===== config.mk =====
export PLATFORM = sky130hd
export DESIGN_NAME = achannel_to_rtsnoc_tx
export DESIGN_NICKNAME = d
export VERILOG_FILES = /design/src/rtl/achannel_to_rtsnoc_tx.sv
export SDC_FILE = /design/constraint.sdc
export NUM_CORES = 1
export LEC_CHECK = 0
export BUFFER_PORTS_ARGS = -buffer_cell sky130_fd_sc_hd__buf_4
export CAP_MARGIN = 15
export CORE_MARGIN = 2
export CORE_UTILIZATION = 50
export DETAILED_ROUTE_END_ITERATION = 10
export HOLD_SLACK_MARGIN = 0.08
export MAX_ROUTING_LAYER = met4
export PLACE_DENSITY = 0.81
export SYNTH_ARGS = -nofsm -noshare
export SYNTH_HDL_FRONTEND = slang
export SYNTH_SLANG_ARGS = --single-unit

===== constraint.sdc =====
create_clock -name clk_i -period 4.64 [get_ports clk_i]
set_input_delay 0 -clock clk_i [delete_from_list [all_inputs] [get_ports clk_i]]
set_output_delay 0 -clock clk_i [all_outputs]
set_load 0.02 [all_outputs]

===== src/rtl/achannel_to_rtsnoc_tx.sv =====
// RMI transmit path: captures one message from an HLS output ac_channel and
// serializes it into RTSNoC flits on the router local write port.
//
// Ports:
//   clk_i, rst_n_i : clock (rising edge), async active-low reset
//   tx_ch_z_i      : message from node output channel
//   tx_ch_lz_i     : node write strobe (message valid this cycle)
//   tx_ch_vz_o     : channel can accept a message
//   din_o, wr_o    : flit to router and its write request
//   wait_i         : router back-pressure, flit not taken while high
//   busy_o         : message in flight
//   err_o          : sticky, write strobe seen while not ready
//   msg_cnt_o      : messages fully sent, wraps
module achannel_to_rtsnoc_tx #(
   parameter int                SIZE_X       = 1,
   parameter int                SIZE_Y       = 1,
   parameter logic [SIZE_X-1:0] X            = 1'b1,
   parameter logic [SIZE_Y-1:0] Y            = 1'b1,
   parameter logic [2:0]        LOCAL_ADDR   = 3'b101,
   parameter int                SIZE_DATA    = 56,
   parameter int                RMI_MSG_SIZE = 80,
   parameter int                CNT_W        = 16,
   localparam int BUS_SIZE = SIZE_DATA + 2*SIZE_X + 2*SIZE_Y + 6
) (
   input  logic                    clk_i,
   input  logic                    rst_n_i,
   input  logic [RMI_MSG_SIZE-1:0] tx_ch_z_i,
   input  logic                    tx_ch_lz_i,
   output logic                    tx_ch_vz_o,
   output logic [BUS_SIZE-1:0]     din_o,
   output logic                    wr_o,
   input  logic                    wait_i,
   output logic                    busy_o,
   output logic                    err_o,
   output logic [CNT_W-1:0]        msg_cnt_o
);

   localparam int N_FLITS = (RMI_MSG_SIZE + SIZE_DATA - 1) / SIZE_DATA;
   localparam int IDX_W   = (N_FLITS > 1) ? $clog2(N_FLITS) : 1;
   localparam int PAD_W   = N_FLITS * SIZE_DATA;
   localparam int HDR_W   = SIZE_X + SIZE_Y + 3;
   localparam logic [IDX_W-1:0] LAST = IDX_W'(N_FLITS - 1);

   typedef enum logic {IDLE, SEND} state_t;

   state_t                  state_q, state_d;
   logic [IDX_W-1:0]        idx_q, idx_d;
   logic [RMI_MSG_SIZE-1:0] msg_q, msg_d;
   logic [CNT_W-1:0]        cnt_q, cnt_d;
   logic                    err_q, err_d;

   logic [PAD_W-1:0]        padded;
   logic [SIZE_DATA-1:0]    data;
   logic [HDR_W-1:0]        dst;

   always_ff @(posedge clk_i or negedge rst_n_i) begin
      if (!rst_n_i) begin
         state_q <= IDLE;
         idx_q   <= '0;
         msg_q   <= '0;
         cnt_q   <= '0;
         err_q   <= 1'b0;
      end else begin
         state_q <= state_d;
         idx_q   <= idx_d;
         msg_q   <= msg_d;
         cnt_q   <= cnt_d;
         err_q   <= err_d;
      end
   end

   always_comb begin
      state_d    = state_q;
      idx_d      = idx_q;
      msg_d      = msg_q;
      cnt_d      = cnt_q;
      tx_ch_vz_o = 1'b0;
      wr_o       = 1'b0;
      busy_o     = 1'b0;
      unique case (state_q)
         IDLE: begin
            tx_ch_vz_o = 1'b1;
            if (tx_ch_lz_i) begin
               msg_d   = tx_ch_z_i;
               idx_d   = '0;
               state_d = SEND;
            end
         end
         SEND: begin
            wr_o   = 1'b1;
            busy_o = 1'b1;
            if (!wait_i) begin
               if (idx_q == LAST) begin
                  cnt_d   = cnt_q + CNT_W'(1);
                  state_d = IDLE;
               end else begin
                  idx_d = idx_q + IDX_W'(1);
               end
            end
         end
         default: state_d = IDLE;
      endcase
      // a strobe while not ready is dropped; only the flag records it
      err_d = err_q | (tx_ch_lz_i & ~tx_ch_vz_o);
   end

   // zero-extend the message to a whole number of flits
   always_comb begin
      padded                     = '0;
      padded[RMI_MSG_SIZE-1:0]   = msg_q;
   end

   assign data = padded[int'(idx_q)*SIZE_DATA +: SIZE_DATA];
   assign dst  = msg_q[RMI_MSG_SIZE-1 -: HDR_W];

   // output is forced to zero outside SEND so reset clears it at once
   assign din_o = wr_o ? {dst, X, Y, LOCAL_ADDR, data} : '0;

   assign err_o     = err_q;
   assign msg_cnt_o = cnt_q;

endmodule


==> run metrics, run 1 <==
most numerous cell on the critical path buf_4; core area 8680 µm²; final setup violation count 0; Seq/Total Area, Yosys 55.5%; CTS resizes 0; Power Density 615 nW/µm²; status completed; main flop type after synthesis dfrtp_1; Critical-path top delay cell dfrtp_1; TritonCTS clock tree done; DP Wirelength 6.95 mm; initial antenna violation count 0; period utilisation layout 51.2%; mean post-synth cell area 12.9 µm²; die area 9700 µm²; most frequent cell after synthesis dfrtp_1; Root Buffer clkbuf_8; Synth top area share 55.5%; Slew Limit Headroom 47.0%; Post-synth top cells dfrtp_1, mux2_2, and3_1, nor2_1, mux2i_1; leading area contributor after synthesis dfrtp_1; crit path DAT 2.37 ns; total grt overflow 0; Buffers on Ports 168; crit-path cells buf_4 -> clkinv_1 -> buf_4 -> nor2_1 -> buf_4; leakage 3.37 nW; Setup TNS 0 ns; die width 98.5 µm; RSZ-0062 raised after global routing false; Layout Area Growth over Synthesis 52.7%; type of the worst setup path reg -> out; Worst-Margin Slew 0.794 ns; routability cong. 0.742; vias 3612; hold crit path type in -> async; synth top area cells dfrtp_1, mux2_2, mux2i_1; Die Y 98.5 µm; RR Startpoint idx_q; fin crit period 2.37 ns; first-pass GRT wire length 19.6 mm; Placement Rows 34; DRT iter0 DRCs 113; number of synthesized flops with an enable pin 0; Final Max Slew Viols 0; Post-synth ARST share 100%; clock skew 0.00899 ns; final-layout fill cell count 515; DRC Markers 0; Fin. Hold Viols 0; Inst Count DP 600; final net count 673; # Max-Cap Violations 0; Startpoint Class register; Netlist cell types 29; VDD IR max 0.406 mV; Post-CTS Setup Bufs 0; Starting Density 51.4%; Worst EP required 4.64 ns; post-layout util 78.5%; crit path from state_q; #FFs+latches synth 99; Gate Count Post-Synth 347; pin count of the biggest net entering global routing 81; Synth Net Count 432; Synth Warn # 0; Critical Path Max Stage Delay 0.82 ns; f_max 421 MHz; First-pass DRT Iterations 4; final wirelength 11.8 mm; CTS buffer count 9; Worst Path Max Fanout 27; H-tree Lvls 3; Total GRT Usage 26.1%; vias in the first global route 4019; number of diodes 0; final non-filler cell total 701; num ports 170; WL/cell 16.9 µm; Placed Area 5750 µm²; clock sink total 99; clk slew on worst S/H paths 0.09 ns; worst skew pair latency 0.34 ns; layout cell share with drive strength beyond 1 46.0%; Setup crit end kind primary output; DRT antenna net count 0; post-synthesis cell area 4460 µm²; fin area 6810 µm²; CTS Buffer Depth 2; Via density 5.15
[critical path, delay by kind of cell (launching register included)]
family / cells / cell delay, ns
buffers and inverters: 4 / 1.01
and+or+nand+nor: 1 / 0.19
DFF: 1 / 0.82
[layout make-up]
cell class / count / area, µm² / share of cell area, %
Inverter: 4 / 15.0 / 0.220
Clock inverter: 4 / 50.0 / 0.734
Tap cell: 108 / 135 / 1.98
Timing Repair Buffer: 257 / 2160 / 31.7
Multi-Input combinational cell: 217 / 1830 / 26.9
Clock buffer: 12 / 145 / 2.13
Sequential cell: 99 / 2480 / 36.4
[layer usage]
metal  GRT usage (%)  wire, µm  part of all wire [%]  up-vias
met2            45.7      6320                    53      122
met4            8.43       225                   1.9        0
met1            30.5      4660                    39     1800
li1                -         -                     -     1669
met3            4.75       624                   5.3       21
met5               -         0                     0        -
[kinds of logic after synthesis]
kind of cell | share of synthesized area (%)
mux | 25.6
simple gates | 11.8
buf+inv | 3.48
xor+xnor | 2.94
flops | 55.5
other cells | 0.0840
fa+ha+maj | 0.280
compound gates | 0.309
[sequential cells by signal, summed over array words and instances, names as in the netlist]
register,count
state_q,1
msg_q,80
err_o,1
idx_q,1
msg_cnt_o,16
[cells in the final DEF (no fill, tap or decap), types with 2 or more instances in the layout]
master           n
xor2_1           5
clkbuf_8        10
mux2_2          80
nand4_1          5
inv_1            3
clkbuf_1         2
dlygate4sd3_1   84
mux2i_1         24
and3_1          32
buf_4          172
xnor2_1         10
clkinvlp_4       2
nand2_1         10
nor2_1          28
dfrtp_1         99
nor3_1           5
and2_1           6
[worst paths after layout]
path / endpoint / slack [ns] / cells after the start
max in group asynchronous: msg_q[1] / 3.32 / 3
min in group clk_i: msg_q[69] / 0.42 / 3
setup / recovery: din_o[11] / 2.27 / 5
hold reg to reg: err_o / 0.48 / 1
setup reg to reg: idx_q / 2.43 / 4
hold / removal: msg_q[17] / 0.18 / 2
[power breakdown]
group          leakage, nW  internal, mW  switching [mW]  total [mW]
combinational         2.11          1.05            1.08        2.14
sequential            1.17          1.25           0.249        1.50
clock               0.0926         0.264           0.290       0.554
[what timing repair did]
item                                    CTS  global route
hold endpoints to repair                128             0
endpoints found under the setup margin    0             0
hold buffers                             84             0
[metrics by stage]
stage | hold slack (ns) | setup slack, ns | total power [mW]
finish | 0.177 | 2.27 | 4.19
global route | 0.207 | 2.08 | 4.45
CTS | 0.176 | 2.21 | 4.15
detailed placement | 0.0223 | 2.25 | 3.54
global placement | 0.0176 | 2.28 | 3.48
floorplan | -0.296 | 2.87 | 2.79
Note: power is estimated with default switching activity, not from simulation.
==> run 2, diff against run 1 <==
Settings changed: CORE_UTILIZATION 50 to 49, PLACE_DENSITY 0.81 to 0.8.
Clock period 4.64 ns to 2.3 ns, I/O delays scaled along.
==> run 2 against run 1 <==
Worst hold slack lost 0.017 ns. Setup slack lost 2.1 ns. Wire length grew 2.2%. Register-to-register slack lost 2.3 ns. Clock power grew 110%. Utilization shrank 0.19 points. Sequential share of layout area shrank 0.25 points. Non-clock buffer count grew 1. Critical endpoint is now idx_q. Largest power group unchanged. Highest routed layer unchanged.
==> run metrics, run 2 (synthesis results as in run 1) <==
Power Density 1240 nW/µm² (+100%); DRT antenna net count 0 (unchanged); crit path DAT 2.39 ns (+0.02 ns); initial antenna violation count 0 (unchanged); Root Buffer clkbuf_8; post-layout util 78.3% (-0.19 points); period utilisation layout 93.6%; final net count 674 (+0.15%); Die Y 99.4 µm (+0.97%); clock skew 0.00899 ns (+0.000000840 ns); leakage 3.40 nW (+0.66%); worst skew pair latency 0.36 ns (+0.02 ns); DP Wirelength 7.26 mm (+4.4%); Startpoint Class register; num ports 170 (unchanged); type of the worst setup path reg -> reg; crit-path cells inv_1 -> o22ai_1 -> dlygate4sd3_1; Most flops, register msg_q; Worst Path Max Fanout 33 (+22%); hold crit path type in -> async; Worst-Margin Slew 0.873 ns (+0.0788 ns); Placement Rows 34 (unchanged); Starting Density 50.9% (-0.50 points); Pwr Total 8.54 mW (+100%); layout cell share with drive strength beyond 1 46.8% (+0.76 points); Critical Path Max Stage Delay 0.69 ns (-0.13 ns); # Max-Cap Violations 0 (unchanged); die width 99.4 µm (+0.97%); Largest register FFs 80 (unchanged); clock sink total 99 (unchanged); Setup crit end kind register; final wirelength 12.1 mm (+2.2%); Final Max Slew Viols 0 (unchanged); die area 9890 µm² (+2.0%); Critical-path top delay cell inv_1; final-layout fill cell count 539 (+4.7%); RSZ-0062 raised after global routing false; Layout Area Growth over Synthesis 53.8%; WL/cell 17.2 µm (+2.0%); number of diodes 0 (unchanged); most frequent cells in the layout buf_4, dfrtp_1, dlygate4sd3_1; routability cong. 0.795 (+7.2%); H-tree Lvls 3 (unchanged); CTS buffer count 9 (unchanged); Total GRT Usage 26.4% (+0.35 points); final setup violation count 0 (unchanged); vias 3544 (-1.9%); TritonCTS clock tree done; Via density 5.05 (-2.0%); commonest non-fill, non-tap cell in the layout buf_4; Worst EP required 2.54 ns (-2.10 ns); pre-CTS setup slack 0.514 ns (-1.73 ns); WHS 0.160 ns (-0.0174 ns); CTS Buffer Depth 2 (unchanged); Fin. Hold Viols 0 (unchanged); f_max 464 MHz; Slew Limit Headroom 41.8% (-5.3 points); clk slew on worst S/H paths 0.10 ns (about the same); VDD IR max 0.785 mV (+93%); Post-CTS Setup Bufs 0 (unchanged); worst setup margin 0.146 ns (-2.12 ns); fin crit period 2.15 ns; first-pass GRT wire length 19.7 mm (+0.53%); pin count of the biggest net entering global routing 60 (-26%); status completed; R2R cell count 3 (-1); vias in the first global route 3895 (-3.1%); Setup TNS 0 ns (unchanged); core area 8760 µm² (+0.98%); DRT iter0 DRCs 111 (-1.8%); total grt overflow 0 (unchanged); DRC Markers 0 (unchanged); First-pass DRT Iterations 4 (unchanged); Buffers on Ports 168 (unchanged)
run 2: cell types whose count changed in the layout (fill, tap and decap cells not counted), sizes merged:
| cell | previous run | this run |
|---|---|---|
| buf | 173 | 174 |
| clkbuf | 12 | 11 |
| inv | 3 | 4 |
run 2: cell type report:
class | instances | area (µm²) | share of cell area, %
Timing Repair Buffer | 258 | 2190 | 31.9
Inverter | 4 | 18.8 | 0.273
Tap cell | 108 | 135 | 1.97
Multi-Input combinational cell | 217 | 1830 | 26.7
Sequential cell | 99 | 2480 | 36.1
Clock inverter | 5 | 60.1 | 0.875
Clock buffer | 11 | 151 | 2.21
run 2: path summary, 6_finish.rpt:
path                               start        end  slack [ns]
min in group clk_i         tx_ch_z_i[60]  msg_q[60]        0.41
max in group asynchronous        rst_n_i      idx_q        1.43
setup / recovery                   idx_q      idx_q        0.15
hold reg to reg                    err_o      err_o        0.49
hold / removal                   rst_n_i  msg_q[18]        0.16
setup reg to reg                   idx_q      idx_q        0.15
run 2: critical path: cells and delay by family, from the launching register on:
family	cells	cell delay, ns
buffers and inverters	2	1.28
DFF	1	0.55
AOI/OAI and AO/OA	1	0.20
run 2: power by group:
part / internal, mW / leakage, nW / switching, mW
Sequential: 2.52 / 1.17 / 0.513
Clock: 0.567 / 0.106 / 0.595
Combinational: 2.15 / 2.12 / 2.20
Total: 5.23 / 3.40 / 3.31
run 2: metrics by stage:
step	instance area [µm²]	instances
after global routing	6860	702
after global placement	5800	602
after CTS	6860	702
after floorplan	4460	347
after detailed placement	5800	602
final	6860	702
run 2: routing by layer:
metal	routed length (µm)	vias up	share of wire, %	global-route usage [%]
li1	-	1668	-	-
met1	4860	1731	40	30.9
met2	6290	114	52	45.2
met3	587	31	4.9	4.85
met4	348	0	2.9	10.6
met5	0	-	0	-
run 2: repair_timing:
item                                    4_1_cts  5_1_grt
hold buffers                                 84        0
endpoints found under the setup margin        0       16
gates resized for setup                       0        2
hold endpoints to repair                    135        0
==> run 3, diff against run 2 <==
Settings changed: ABC_AREA from default to 1, PLACE_DENSITY 0.8 to 0.79.
==> run 3 against run 2 <==
Design area down 0.16%. Area after synthesis up 2.7%. Sequential power down 6%. Largest cell class unchanged.
==> run metrics, run 3 <==
WL/cell 14.0 µm (-18%); mean post-synth cell area 7.99 µm² (-38%); TritonCTS clock tree done; hold crit path type in -> async; clock sink total 99 (unchanged); Layout Area Growth over Synthesis 49.5%; RSZ-0062 raised after global routing false; number of diodes 0 (unchanged); Slew Limit Headroom 53.5% (+12 points); die width 101 µm (+1.3%); Seq/Total Area, Yosys 54.0% (-1.5 points); WHS 0.200 ns (+0.0401 ns); Starting Density 50.1% (-0.84 points); cell family with most CP delay flip-flops; worst path buffer plus inverter count 1 (-1); num ports 170 (unchanged); crit-path cells nand2_2 -> a21oi_1 -> buf_4; Critical Path Max Stage Delay 0.69 ns (about the same); vias in the first global route 4520 (+16%); final-layout fill cell count 653 (+21%); DRT antenna net count 0 (unchanged); Final Max Slew Viols 0 (unchanged); Netlist cell types 27 (-6.9%); CTS resizes 0 (unchanged); Worst Path Max Fanout 37 (+12%); crit path DAT 2.10 ns (-0.29 ns); Net Sw Frac 43.9% (+5.2 points); routability cong. 0.823 (+3.5%); total grt overflow 0 (unchanged); Via density 4.89 (-3.1%); main flop type after synthesis dfrtp_1; clock skew 0.00833 ns (-0.000659 ns); CTS buffer count 9 (unchanged); Setup TNS 0 ns (unchanged); Placement Rows 35 (+2.9%); First-pass DRT Iterations 5 (+1); fin area 6850 µm² (-0.16%); Most flops, register msg_q; NetSw 3.45 mW (+4.5%); f_max 477 MHz (+2.7%); core area 9150 µm² (+4.4%); DRT iter0 DRCs 187 (+68%); initial antenna violation count 0 (unchanged); first-pass GRT wire length 20.6 mm (+4.7%); Critical-path top delay cell dfrtp_1; final net count 894 (+33%); clock power share 12.2% (-1.4 points); internal power 4.42 mW (-16%); Multi-input gate area 1690 µm² (-8.0%); leading area contributor after synthesis dfrtp_1; fin crit period 2.10 ns (-0.0573 ns); die area 10100 µm² (+2.6%); Logic pwr share 51.4% (+0.5 points); number of synthesized flops with an enable pin 0 (unchanged); layout cell share with drive strength beyond 1 24.6% (-22 points); CTS Buffer Depth 2 (unchanged); clk slew on worst S/H paths 0.09 ns (about the same); Largest register FFs 80 (unchanged); final wirelength 13.0 mm (+7.5%); most frequent cells in the layout nand2_1, buf_4, dfrtp_1; Synth Net Count 659 (+53%); Synth top area share 54.0% (-1.5 points); Setup crit end kind primary output; leakage 3.66 nW (+7.6%); vias 4526 (+28%); Worst EP required 2.30 ns (-0.24 ns); # Max-Cap Violations 0 (unchanged); Placed Area 5860 µm² (+0.95%); Fin. Hold Viols 0 (unchanged); Die Y 101 µm (+1.3%); Buffers on Ports 168 (unchanged); #FFs+latches synth 99 (unchanged); commonest non-fill, non-tap cell in the layout nand2_1; Worst-Margin Slew 0.695 ns (-0.178 ns); most frequent cell after synthesis nand2_1; Power Density 1150 nW/µm² (-7.7%); final setup violation count 0 (unchanged); Register Area 2480 µm² (about the same); Root Buffer clkbuf_8; pin count of the biggest net entering global routing 114 (+90%); VDD IR max 0.636 mV (-19%); synth top area cells dfrtp_1, nand2_1, nor2_1; Critical Path Stages 3 (unchanged); post-synthesis cell area 4580 µm² (+2.7%); period utilisation layout 91.2% (-2.5 points); Post-synth top cells nand2_1, dfrtp_1, nor2_1, inv_1, o21ai_0; status completed; Total GRT Usage 26.9% (+0.49 points); worst skew pair latency 0.35 ns (about the same); DP Wirelength 7.98 mm (+9.9%); Gate Count Post-Synth 574 (+65%); DRC Markers 0 (unchanged); H-tree Lvls 3 (unchanged); Startpoint Class register; Seq pwr share 36.4% (+0.9 points); R2R cell count 7 (+4); type of the worst setup path reg -> out; Post-synth ARST share 100% (unchanged); Post-CTS Setup Bufs 0 (unchanged); Synth Warn # 0 (unchanged)
[run 3: cell types whose count changed after synthesis, sizes merged, moves of 4 or more]
cell	delta
nor3	-4
mux2	-80
xnor2	-6
and2	-6
inv	+52
nand2	+204
a21oi	+8
and3	-32
o21ai	+50
buf	+7
mux2i	-24
nand3	+8
nor2	+57
[run 3: path summary, 6_finish.rpt]
check                               from            end  slack (ns)
max reg2reg                      state_q  msg_cnt_o[15]        0.74
min                              rst_n_i   msg_cnt_o[8]        0.20
max                              state_q      din_o[22]        0.20
max in group asynchronous        rst_n_i       msg_q[1]        1.41
min reg2reg                     msg_q[1]       msg_q[1]        0.47
min in group clk_i         tx_ch_z_i[66]      msg_q[66]        0.38
[run 3: worst register-to-register path: cells and delay by family (launching register included)]
family | cells | cell delay (ns)
flops | 1 | 0.69
simple gates | 6 | 0.62
buf+inv | 1 | 0.15
[run 3: cell type report]
cell class / instances / share of cell area [%]
repair buffers: 258 / 31.8
clock buffers: 12 / 1.97
well taps: 111 / 2.03
clock inverters: 4 / 0.402
multi-input cells: 386 / 24.6
flip-flops and latches: 99 / 36.2
inverters: 55 / 3.01
[run 3: logic make-up after synthesis]
logic type,count (synthesis),synth area share [%]
DFF,99,54.0
adders and majority gates,1,0.273
other,1,0.0818
xor gates and xnor gates,10,1.91
and+or+nand+nor,315,28.0
buffers and inverters,89,9.20
AOI/OAI and AO/OA,59,6.50
[run 3: through the flow]
step / total power, mW / worst slack, ns / cells / utilization, %
floorplan: 5.27 / 0.871 / 574 / -
global placement: 6.64 / 0.752 / 826 / 64.0
detailed placement: 6.75 / 0.641 / 826 / 64.0
CTS: 7.85 / 0.245 / 925 / 74.9
global route: 8.45 / 0.0486 / 925 / 74.9
finish: 7.87 / 0.203 / 925 / 74.9
[run 3: routing by layer]
layer	global-route usage [%]	up-vias	routed length [µm]
met5	-	-	0
met4	11.3	0	346
met3	4.16	35	662
met2	47.9	166	6890
met1	29.9	2123	5090
li1	-	2202	-
[run 3: timing repair]
item / 4_1_cts / 5_1_grt
hold buffers: 83 / 0
endpoints found under the hold margin: 135 / 0
endpoints found under the setup margin: 0 / 0
[run 3: power groups by stage]
stage / clock network, mW / registers, mW / logic (mW)
2_1_floorplan: 0 / 2.80 / 2.47
6_report: 0.962 / 2.86 / 4.05
3_5_place_dp: 0 / 2.88 / 3.87
4_1_cts: 0.987 / 2.85 / 4.01
3_3_place_gp: 0 / 2.84 / 3.80
5_1_grt: 1.03 / 2.95 / 4.47
